[src/rtl/reverse_pkg.sv]
//------------------------------------------------------------------------------
// Module   : reverse_pkg
// Brief    : Shared types and width-generic reverse helpers for reverse_arbiter.
// Revision : 1.0 - initial release
//------------------------------------------------------------------------------
`default_nettype none

package reverse_pkg;

  // Upper bound on operand width handled by the helpers; callers zero-extend.
  localparam int REV_MAXW = 512;

  typedef enum logic {
    OP_BIT  = 1'b0,
    OP_BYTE = 1'b1
  } op_e;

  typedef enum logic [0:0] {
    ST_EMPTY = 1'b0,
    ST_FULL  = 1'b1
  } state_e;

  // result[i] = d[w-1-i] for i < w; bits at and above w are zero.
  function automatic logic [REV_MAXW-1:0] bitrev(input logic [REV_MAXW-1:0] d,
                                                 input int w);
    logic [REV_MAXW-1:0] r;
    r = '0;
    for (int i = 0; i < REV_MAXW; i++) begin
      if (i < w) r[i] = d[w-1-i];
    end
    return r;
  endfunction

  // result byte k = d byte (w/8-1-k) for k < w/8; remaining bytes are zero.
  function automatic logic [REV_MAXW-1:0] byterev(input logic [REV_MAXW-1:0] d,
                                                  input int w);
    logic [REV_MAXW-1:0] r;
    r = '0;
    for (int k = 0; k < REV_MAXW/8; k++) begin
      if (k < w/8) r[8*k +: 8] = d[8*(w/8-1-k) +: 8];
    end
    return r;
  endfunction

endpackage

`default_nettype wire

[src/rtl/reverse_rr_arbiter.sv]
//------------------------------------------------------------------------------
// Module   : reverse_rr_arbiter
// Brief    : Round-robin pick; search starts one past last_grant, first hit wins.
// Revision : 1.0 - initial release
//------------------------------------------------------------------------------
`default_nettype none

module reverse_rr_arbiter #(
  parameter int NREQ = 2,
  parameter int IDW  = $clog2(NREQ)
) (
  input  logic [NREQ-1:0] req,
  input  logic [IDW-1:0]  last_grant,
  output logic [NREQ-1:0] gnt,
  output logic [IDW-1:0]  idx
);

  logic w_found;

  always_comb begin : p_search
    int c;
    gnt     = '0;
    idx     = '0;
    w_found = 1'b0;
    c       = 0;
    for (int off = 1; off <= NREQ; off++) begin
      c = int'(last_grant) + off;
      if (c >= NREQ) c = c - NREQ;
      if (!w_found && req[c]) begin
        w_found = 1'b1;
        gnt[c]  = 1'b1;
        idx     = IDW'(c);
      end
    end
  end

endmodule

`default_nettype wire

[src/rtl/reverse_arbiter.sv]
//------------------------------------------------------------------------------
// Module   : reverse_arbiter
// Brief    : NREQ requesters share one bit/byte reverse unit behind a single
//            output register. Define REVERSE_ARBITER_BYTE_EN to honour req_op.
// Revision : 1.0 - initial release
//------------------------------------------------------------------------------
`default_nettype none

module reverse_arbiter
  import reverse_pkg::*;
#(
  parameter int XLEN = 32,
  parameter int NREQ = 2
) (
  input  logic                    clk,
  input  logic                    rst,
  input  logic [NREQ-1:0]         req_vld,
  output logic [NREQ-1:0]         req_rdy,
  input  logic [NREQ*XLEN-1:0]    req_dat,
  input  logic [NREQ-1:0]         req_op,
  output logic                    rsp_vld,
  input  logic                    rsp_rdy,
  output logic [XLEN-1:0]         rsp_dat,
  output logic [$clog2(NREQ)-1:0] rsp_id
);

  localparam int IDW = $clog2(NREQ);

  generate
    if (NREQ < 2 || NREQ > 8) begin : g_bad_nreq
      $error("reverse_arbiter: NREQ must be in 2..8");
    end
    if (XLEN < 1 || XLEN >= REV_MAXW) begin : g_bad_xlen
      $error("reverse_arbiter: XLEN out of supported range");
    end
`ifdef REVERSE_ARBITER_BYTE_EN
    if (XLEN % 8 != 0) begin : g_bad_xlen_byte
      $error("reverse_arbiter: XLEN must be a multiple of 8 for byte reverse");
    end
`endif
  endgenerate

  state_e              r_state;
  state_e              w_state_nxt;
  logic [IDW-1:0]      r_last_grant;
  logic [XLEN-1:0]     r_rsp_dat;
  logic [IDW-1:0]      r_rsp_id;

  logic [NREQ-1:0]     w_gnt;
  logic [IDW-1:0]      w_gnt_idx;
  logic                w_can_accept;
  logic [NREQ-1:0]     w_req_rdy;
  logic                w_xfer;
  logic [XLEN-1:0]     w_sel_dat;
  logic [REV_MAXW-1:0] w_rev_full;
  logic [XLEN-1:0]     w_rev;
  logic                w_unused_rev;

  reverse_rr_arbiter #(
    .NREQ (NREQ),
    .IDW  (IDW)
  ) u_rr (
    .req        (req_vld),
    .last_grant (r_last_grant),
    .gnt        (w_gnt),
    .idx        (w_gnt_idx)
  );

  assign w_sel_dat = req_dat[w_gnt_idx*XLEN +: XLEN];

`ifdef REVERSE_ARBITER_BYTE_EN
  op_e w_sel_op;
  assign w_sel_op = op_e'(req_op[w_gnt_idx]);

  always_comb begin
    if (w_sel_op == OP_BYTE) w_rev_full = byterev(REV_MAXW'(w_sel_dat), XLEN);
    else                     w_rev_full = bitrev(REV_MAXW'(w_sel_dat), XLEN);
  end
`else
  logic w_unused_op;
  assign w_unused_op = ^req_op;

  always_comb begin
    w_rev_full = bitrev(REV_MAXW'(w_sel_dat), XLEN);
  end
`endif

  assign w_rev        = w_rev_full[XLEN-1:0];
  assign w_unused_rev = ^w_rev_full[REV_MAXW-1:XLEN];

  // Output-register FSM: state flop here, next-state and handshake below.
  always_ff @(posedge clk) begin
    if (rst) r_state <= ST_EMPTY;
    else     r_state <= w_state_nxt;
  end

  always_comb begin
    w_state_nxt  = r_state;
    w_can_accept = 1'b0;
    w_req_rdy    = '0;
    w_xfer       = 1'b0;

    w_can_accept = (r_state == ST_EMPTY) || rsp_rdy;
    // Ready is forced low during reset so nothing is taken in that cycle.
    w_req_rdy    = w_gnt & {NREQ{w_can_accept && !rst}};
    w_xfer       = |(req_vld & w_req_rdy);

    case (r_state)
      ST_EMPTY: if (w_xfer) w_state_nxt = ST_FULL;
      ST_FULL:  if (rsp_rdy && !w_xfer) w_state_nxt = ST_EMPTY;
      default:  w_state_nxt = ST_EMPTY;
    endcase
  end

  // Result and priority pointer move only on an accepted transfer.
  always_ff @(posedge clk) begin
    if (rst) begin
      r_rsp_dat    <= '0;
      r_rsp_id     <= '0;
      r_last_grant <= IDW'(NREQ-1);
    end else if (w_xfer) begin
      r_rsp_dat    <= w_rev;
      r_rsp_id     <= w_gnt_idx;
      r_last_grant <= w_gnt_idx;
    end
  end

  assign req_rdy = w_req_rdy;
  assign rsp_vld = (r_state == ST_FULL);
  assign rsp_dat = r_rsp_dat;
  assign rsp_id  = r_rsp_id;

endmodule

`default_nettype wire
[config.mk]
export PLATFORM = sky130hd
export DESIGN_NAME = reverse_arbiter
export DESIGN_NICKNAME = d
export VERILOG_FILES = /design/src/rtl/reverse_pkg.sv /design/src/rtl/reverse_rr_arbiter.sv /design/src/rtl/reverse_arbiter.sv
export SDC_FILE = /design/constraint.sdc
export NUM_CORES = 1
export LEC_CHECK = 0
export CAP_MARGIN = 20
export CELL_PAD_IN_SITES_DETAIL_PLACEMENT = 1
export CELL_PAD_IN_SITES_GLOBAL_PLACEMENT = 1
export CORE_MARGIN = 2
export CORE_UTILIZATION = 31
export DETAILED_ROUTE_END_ITERATION = 8
export GPL_TIMING_DRIVEN = 0
export PLACE_DENSITY = 0.95
export SYNTH_ARGS = -nofsm -noshare
export SYNTH_HDL_FRONTEND = slang
export SYNTH_SLANG_ARGS = --single-unit
[constraint.sdc]
create_clock -name clk -period 2.7 [get_ports clk]
set_input_delay 0.675 -clock clk [delete_from_list [all_inputs] [get_ports clk]]
set_output_delay 0.675 -clock clk [all_outputs]
set_load 0.005 [all_outputs]
==> metrics.txt, run 1 <==
status=completed; Nets=357; fin crit share=0.972; Reg-to-Reg Start=r_last_grant; port bufs=103; yosys synthesis warning count=0; Worst Slack Setup Final=0.0750 ns; Fmax achieved=0.381 GHz; CP max stage cell=clkdlybuf4s50_1; VDD IR-drop max=0.208 mV; Wirelength per Cell=19.2 um; Final TNS setup=0 ns; PD cells=450 nW/um^2; worst r2r dst=rsp_dat[12]; cts hold-fix bufs=0; sequential fraction of the synthesis area=0.358; Starting Density=0.325; vias in the first global route=2,145; Crit. Startpoint=rsp_rdy; most frequent cell on the critical path=clkdlybuf4s50_1; CTS tree=built; # setup viols final=0; drt first pass iters=4; cell depth of the worst min-delay path=1; global-route wire length before repair=11.2 mm; WP depth=5; R2R setup slack=1.36 ns; Clock Path Buffers=2; vias=2,052; hold slack=0.537 ns; Clock Skew=0.00214 ns; crit path DAT=1.95 ns; antenna violations before repair=0; share of layout cells above drive strength 1=0.122; Mapped Nets=247; Cells after DPL=354; Slew HR=0.642; final WL=6.94 mm; largest net degree at the start of global routing=16; MaxCap Viol Count=0; dpl ws=-0.334 ns; gr ovfl total=0; Min-Delay Path Class=reg -> reg; die width=83.5 um; cell count after synthesis=176; Post-Layout Cell Count=362; gpl congestion=0.774; unrepaired setup endpoints after global routing=no; Site Rows=28; largest cells by area after synthesis=dfxtp_1 (36%), nand4b_1 (29%), o2111a_1 (18%); Sink Count=35; cell area after layout=3200 um^2; Mapped Area=1960 um^2; CP cell instances=clkdlybuf4s50_1 -> nand2b_4 -> nand3_1 -> nor2_1 -> clkdlybuf4s50_1; Slew Limit Fails=0; Setup crit start kind=input pin; reg2reg path depth=5; family with the most delay on the worst path=buffers and inverters; Worst Path Required=2.03 ns; IO Count=107; Synth area leader=dfxtp_1; Power Total=1.44 mW; CP max FO=3; Synth Register Bits=35; Antenna Nets Post-Route=0; Antenna diodes=0; Worst Setup EP=req_rdy[0]; Synth Area per Inst=11.1 um^2; Core Region=6030 um^2; Skew-Pair Late Insertion Delay=0.28 ns; Vias/cell=5.67; Area growth, synth to finish=63.3%; kind of critical path=in -> out; total CTS buffers=5; endpoints failing hold=0; Worst-Margin Slew=0.537 ns; first-iteration detailed-routing DRC count=58; Die Span Y=83.5 um; Yosys cell types=17; Leak=1.13 nW; Die Footprint=6970 um^2; DRC viols=0; biggest cell delay along the critical path=0.51 ns; crit path time final=2.63 ns; Crit. End Element=output port; GRT Util Overall=0.198; H-tree depth=2; DP HPWL=5.05 mm; Placed Area=3080 um^2; CP Buf/Inv Count=2; Clock Tree Root=clkbuf_8; clock transition at the registers of the reported paths=0.07 ns; fin util=0.531; Synth top area share=0.358
[final cells by class]
type | instances | area, um^2
Sequential cell | 35 | 701
Inverter | 1 | 3.75
Buffer | 26 | 205
Fill cell | 662 | 2830
Multi-Input combinational cell | 111 | 1040
Clock buffer | 8 | 100
Timing Repair Buffer | 106 | 1050
Tap cell | 75 | 93.8
[synthesized netlist by cell type, drive strengths merged]
cell type,count
nand4b,64
dfxtp,35
o2111a,32
buf,24
clkbuf,5
a21oi,3
nor2,3
nand2b,2
nand3,2
a21bo,1
and3,1
inv,1
nand2,1
o21a,1
o21ai,1
[repair_timing]
action                     in CTS  in global routing
setup endpoints to repair       2                  1
buffers inserted                3                  0
gates resized for setup         5                  1
[layout by cell type, fill, tap and decap left out, drive strengths merged]
cell type / Yosys / layout
clkdlybuf4s50: 0 / 101
nand4b: 64 / 64
dfxtp: 35 / 35
o2111a: 32 / 32
buf: 24 / 24
clkbuf: 5 / 13
nor2: 3 / 3
a21oi: 3 / 3
nand2b: 2 / 2
nand3: 2 / 2
nand2: 1 / 1
o21a: 1 / 1
inv: 1 / 1
and3: 1 / 1
o21ai: 1 / 1
a21bo: 1 / 1
dlygate4sd2: 0 / 1
dlymetal6s2s: 0 / 1
[layer usage]
layer  global-route usage  wire, um  vias up
li1                     -         -      964
met1                0.248      3010     1012
met2                0.348      3500       71
met3               0.0465       384        5
met4               0.0411        43        0
met5                    0         0        -
[worst register-to-register path, stage by stage, from the launching register on]
cell and delay [ns]:
dfxtp_1 0.47, nand2b_4 0.19, buf_6 0.12, buf_6 0.14, nand4b_1 0.14, o2111a_1 0.17
[where the power goes]
group | total [mW] | leakage, nW | switching [mW] | internal [mW]
Sequential | 0.595 | 0.292 | 0.0286 | 0.567
Combinational | 0.424 | 0.791 | 0.155 | 0.269
Clock | 0.419 | 0.0515 | 0.186 | 0.233
Total | 1.44 | 1.13 | 0.369 | 1.07
[how the worst min path moves through the flow]
stage,endpoint,from
2_1_floorplan,rsp_dat[0],rsp_dat[0]
6_report,rsp_dat[20],rsp_dat[20]
5_1_grt,rsp_dat[25],rsp_dat[25]
3_5_place_dp,rsp_dat[25],rsp_dat[25]
3_3_place_gp,rsp_dat[7],rsp_dat[7]
4_1_cts,rsp_dat[25],rsp_dat[25]
[kinds of logic (layout without fill, tap and decap cells)]
kind of cell	after synthesis	after routing	share of synthesized area
flops	35	35	0.358
compound gates	38	38	0.207
simple gates	73	73	0.320
buf+inv	30	141	0.116
[registers in the layout, indices dropped and copies added, names as in the netlist]
| name | cells |
|---|---|
| rsp_dat | 32 |
| r_last_grant | 1 |
| rsp_id | 1 |
| rsp_vld | 1 |
Power figures use the tool's default switching activity.
==> run 2, diff against run 1 <==
PLACE_DENSITY = unset   (was 0.95)
PLACE_DENSITY_LB_ADDON = 0.1   (was unset)
==> run 2 against run 1 <==
Against the previous run:
- worst hold slack about the same
- wire length grew 0.89%
- sequential power hardly changed
- final cell count rose by 0.55%
- sequential share of layout area decreased by 0.18 points
- worst setup slack better by 0.075 ns
- count of clock-buffer cells in the layout is the same
- first-iteration DRC count increased by 41%
- core utilization grew 0.44 points
- design area rose by 0.82%
- critical path type unchanged
- largest cell class unchanged
==> metrics.txt, run 2 (synthesized netlist as in run 1, its figures left out) <==
leading cell types in the layout, fill and taps excluded=clkdlybuf4s50_1 (100), nand4b_1 (64), dfxtp_1 (35); port bufs=103; Antenna diodes=0; Slew Limit Fails=0; Clock Path Buffers=2; first-iteration detailed-routing DRC count=82; CP cell instances=clkdlybuf4s50_1 -> nand2b_4 -> buf_12 -> buf_4 -> nand3_1 -> nor2_1 -> dlygate4sd2_1; vias=2,037; MaxCap Viol Count=0; Leak=1.15 nW; hold slack=0.537 ns; crit path DAT=1.87 ns; Area growth, synth to finish=64.6%; fill count=663; Site Rows=28; Worst Path Required=2.03 ns; IO Count=107; Die Footprint=6970 um^2; CP max FO=2; Clock Skew=0.00479 ns; cell area after layout=3230 um^2; crit path time final=2.55 ns; cts hold-fix bufs=0; final WL=7.00 mm; Skew-Pair Late Insertion Delay=0.29 ns; Antenna Nets Post-Route=0; CP Buf/Inv Count=4; total CTS buffers=5; Placed Area=3080 um^2; Vias/cell=5.60; H-tree depth=2; endpoints failing hold=0; drt first pass iters=4; status=completed; Sink Count=35; Crit. End Element=output port; Die Span Y=83.5 um; Clock Tree Root=clkbuf_8; most common cell after layout, fill and taps aside=clkdlybuf4s50_1; Setup crit start kind=input pin; share of layout cells above drive strength 1=0.128; biggest cell delay along the critical path=0.46 ns; max reg flops=32; kind of critical path=in -> out; gpl congestion=0.733; VDD IR-drop max=0.236 mV; largest net degree at the start of global routing=16; Core Region=6030 um^2; global-route wire length before repair=11.4 mm; vias in the first global route=2,191; CTS tree=built; unrepaired setup endpoints after global routing=no; clock transition at the registers of the reported paths=0.07 ns; Fmax achieved=0.392 GHz; DRC viols=0; family with the most delay on the worst path=buffers and inverters; Slew HR=0.654; # setup viols final=0; PD cells=451 nW/um^2; die width=83.5 um; Min-Delay Path Class=reg -> reg; fin util=0.535; fin crit share=0.944; Nets=359; Wirelength per Cell=19.2 um; Starting Density=0.325; CP max stage cell=clkdlybuf4s50_1; gr ovfl total=0; GRT Util Overall=0.200; antenna violations before repair=0; Worst-Margin Slew=0.520 ns; DP HPWL=5.01 mm
run 2: layer usage:
metal | GRT usage | part of all wire | up-vias
li1 | - | - | 956
met1 | 0.265 | 0.45 | 1012
met2 | 0.332 | 0.49 | 61
met3 | 0.0396 | 0.049 | 8
met4 | 0.0528 | 0.0093 | 0
met5 | 0 | 0 | -
run 2: power breakdown:
group          leakage (nW)  switching, mW  internal, mW
combinational         0.808          0.157         0.273
sequential            0.292         0.0291         0.567
clock                0.0515          0.197         0.233
total                  1.15          0.384          1.07
run 2: worst paths after layout:
kind	slack, ns	cells past startpoint	startpoint	to
min	0.54	1	rsp_dat[21]	rsp_dat[21]
max reg2reg	1.16	7	rsp_vld	rsp_dat[10]
min reg2reg	0.54	1	rsp_dat[21]	rsp_dat[21]
max	0.15	7	rsp_rdy	req_rdy[1]
run 2: repair_timing:
item                       CTS  global route
setup buffers                4             0
cloned                       0             0
setup endpoints to repair    2             1
resized for setup            8             1
run 2: area by class of cell:
type	instances	area (um^2)	share of cell area
Buffer	27	225	0.0698
Clock buffer	8	100	0.0310
Inverter	1	3.75	0.00116
Timing Repair Buffer	107	1060	0.329
Multi-Input combinational cell	111	1040	0.323
Tap cell	75	93.8	0.0291
Sequential cell	35	701	0.217
run 2: worst register-to-register path, cell delays in order (launching register included):
cell and delay, ns:
dfxtp_1 0.38, nand2b_4 0.07, buf_12 0.12, buf_4 0.13
buf_4 0.19, o21a_4 0.16, buf_6 0.15, o2111a_1 0.23
run 2: metrics by stage:
| step | instances | worst slack [ns] | power [mW] | TNS, ns |
|---|---|---|---|---|
| 6_report | 364 | 0.150 | 1.46 | 0 |
| 5_1_grt | 364 | 0.0960 | 1.52 | 0 |
| 4_1_cts | 364 | 0.00553 | 1.47 | 0 |
| 3_5_place_dp | 354 | -0.320 | 1.03 | -0.599 |
| 3_3_place_gp | 354 | -0.320 | 1.03 | -0.587 |
| 2_1_floorplan | 176 | 0.762 | 0.787 | 0 |
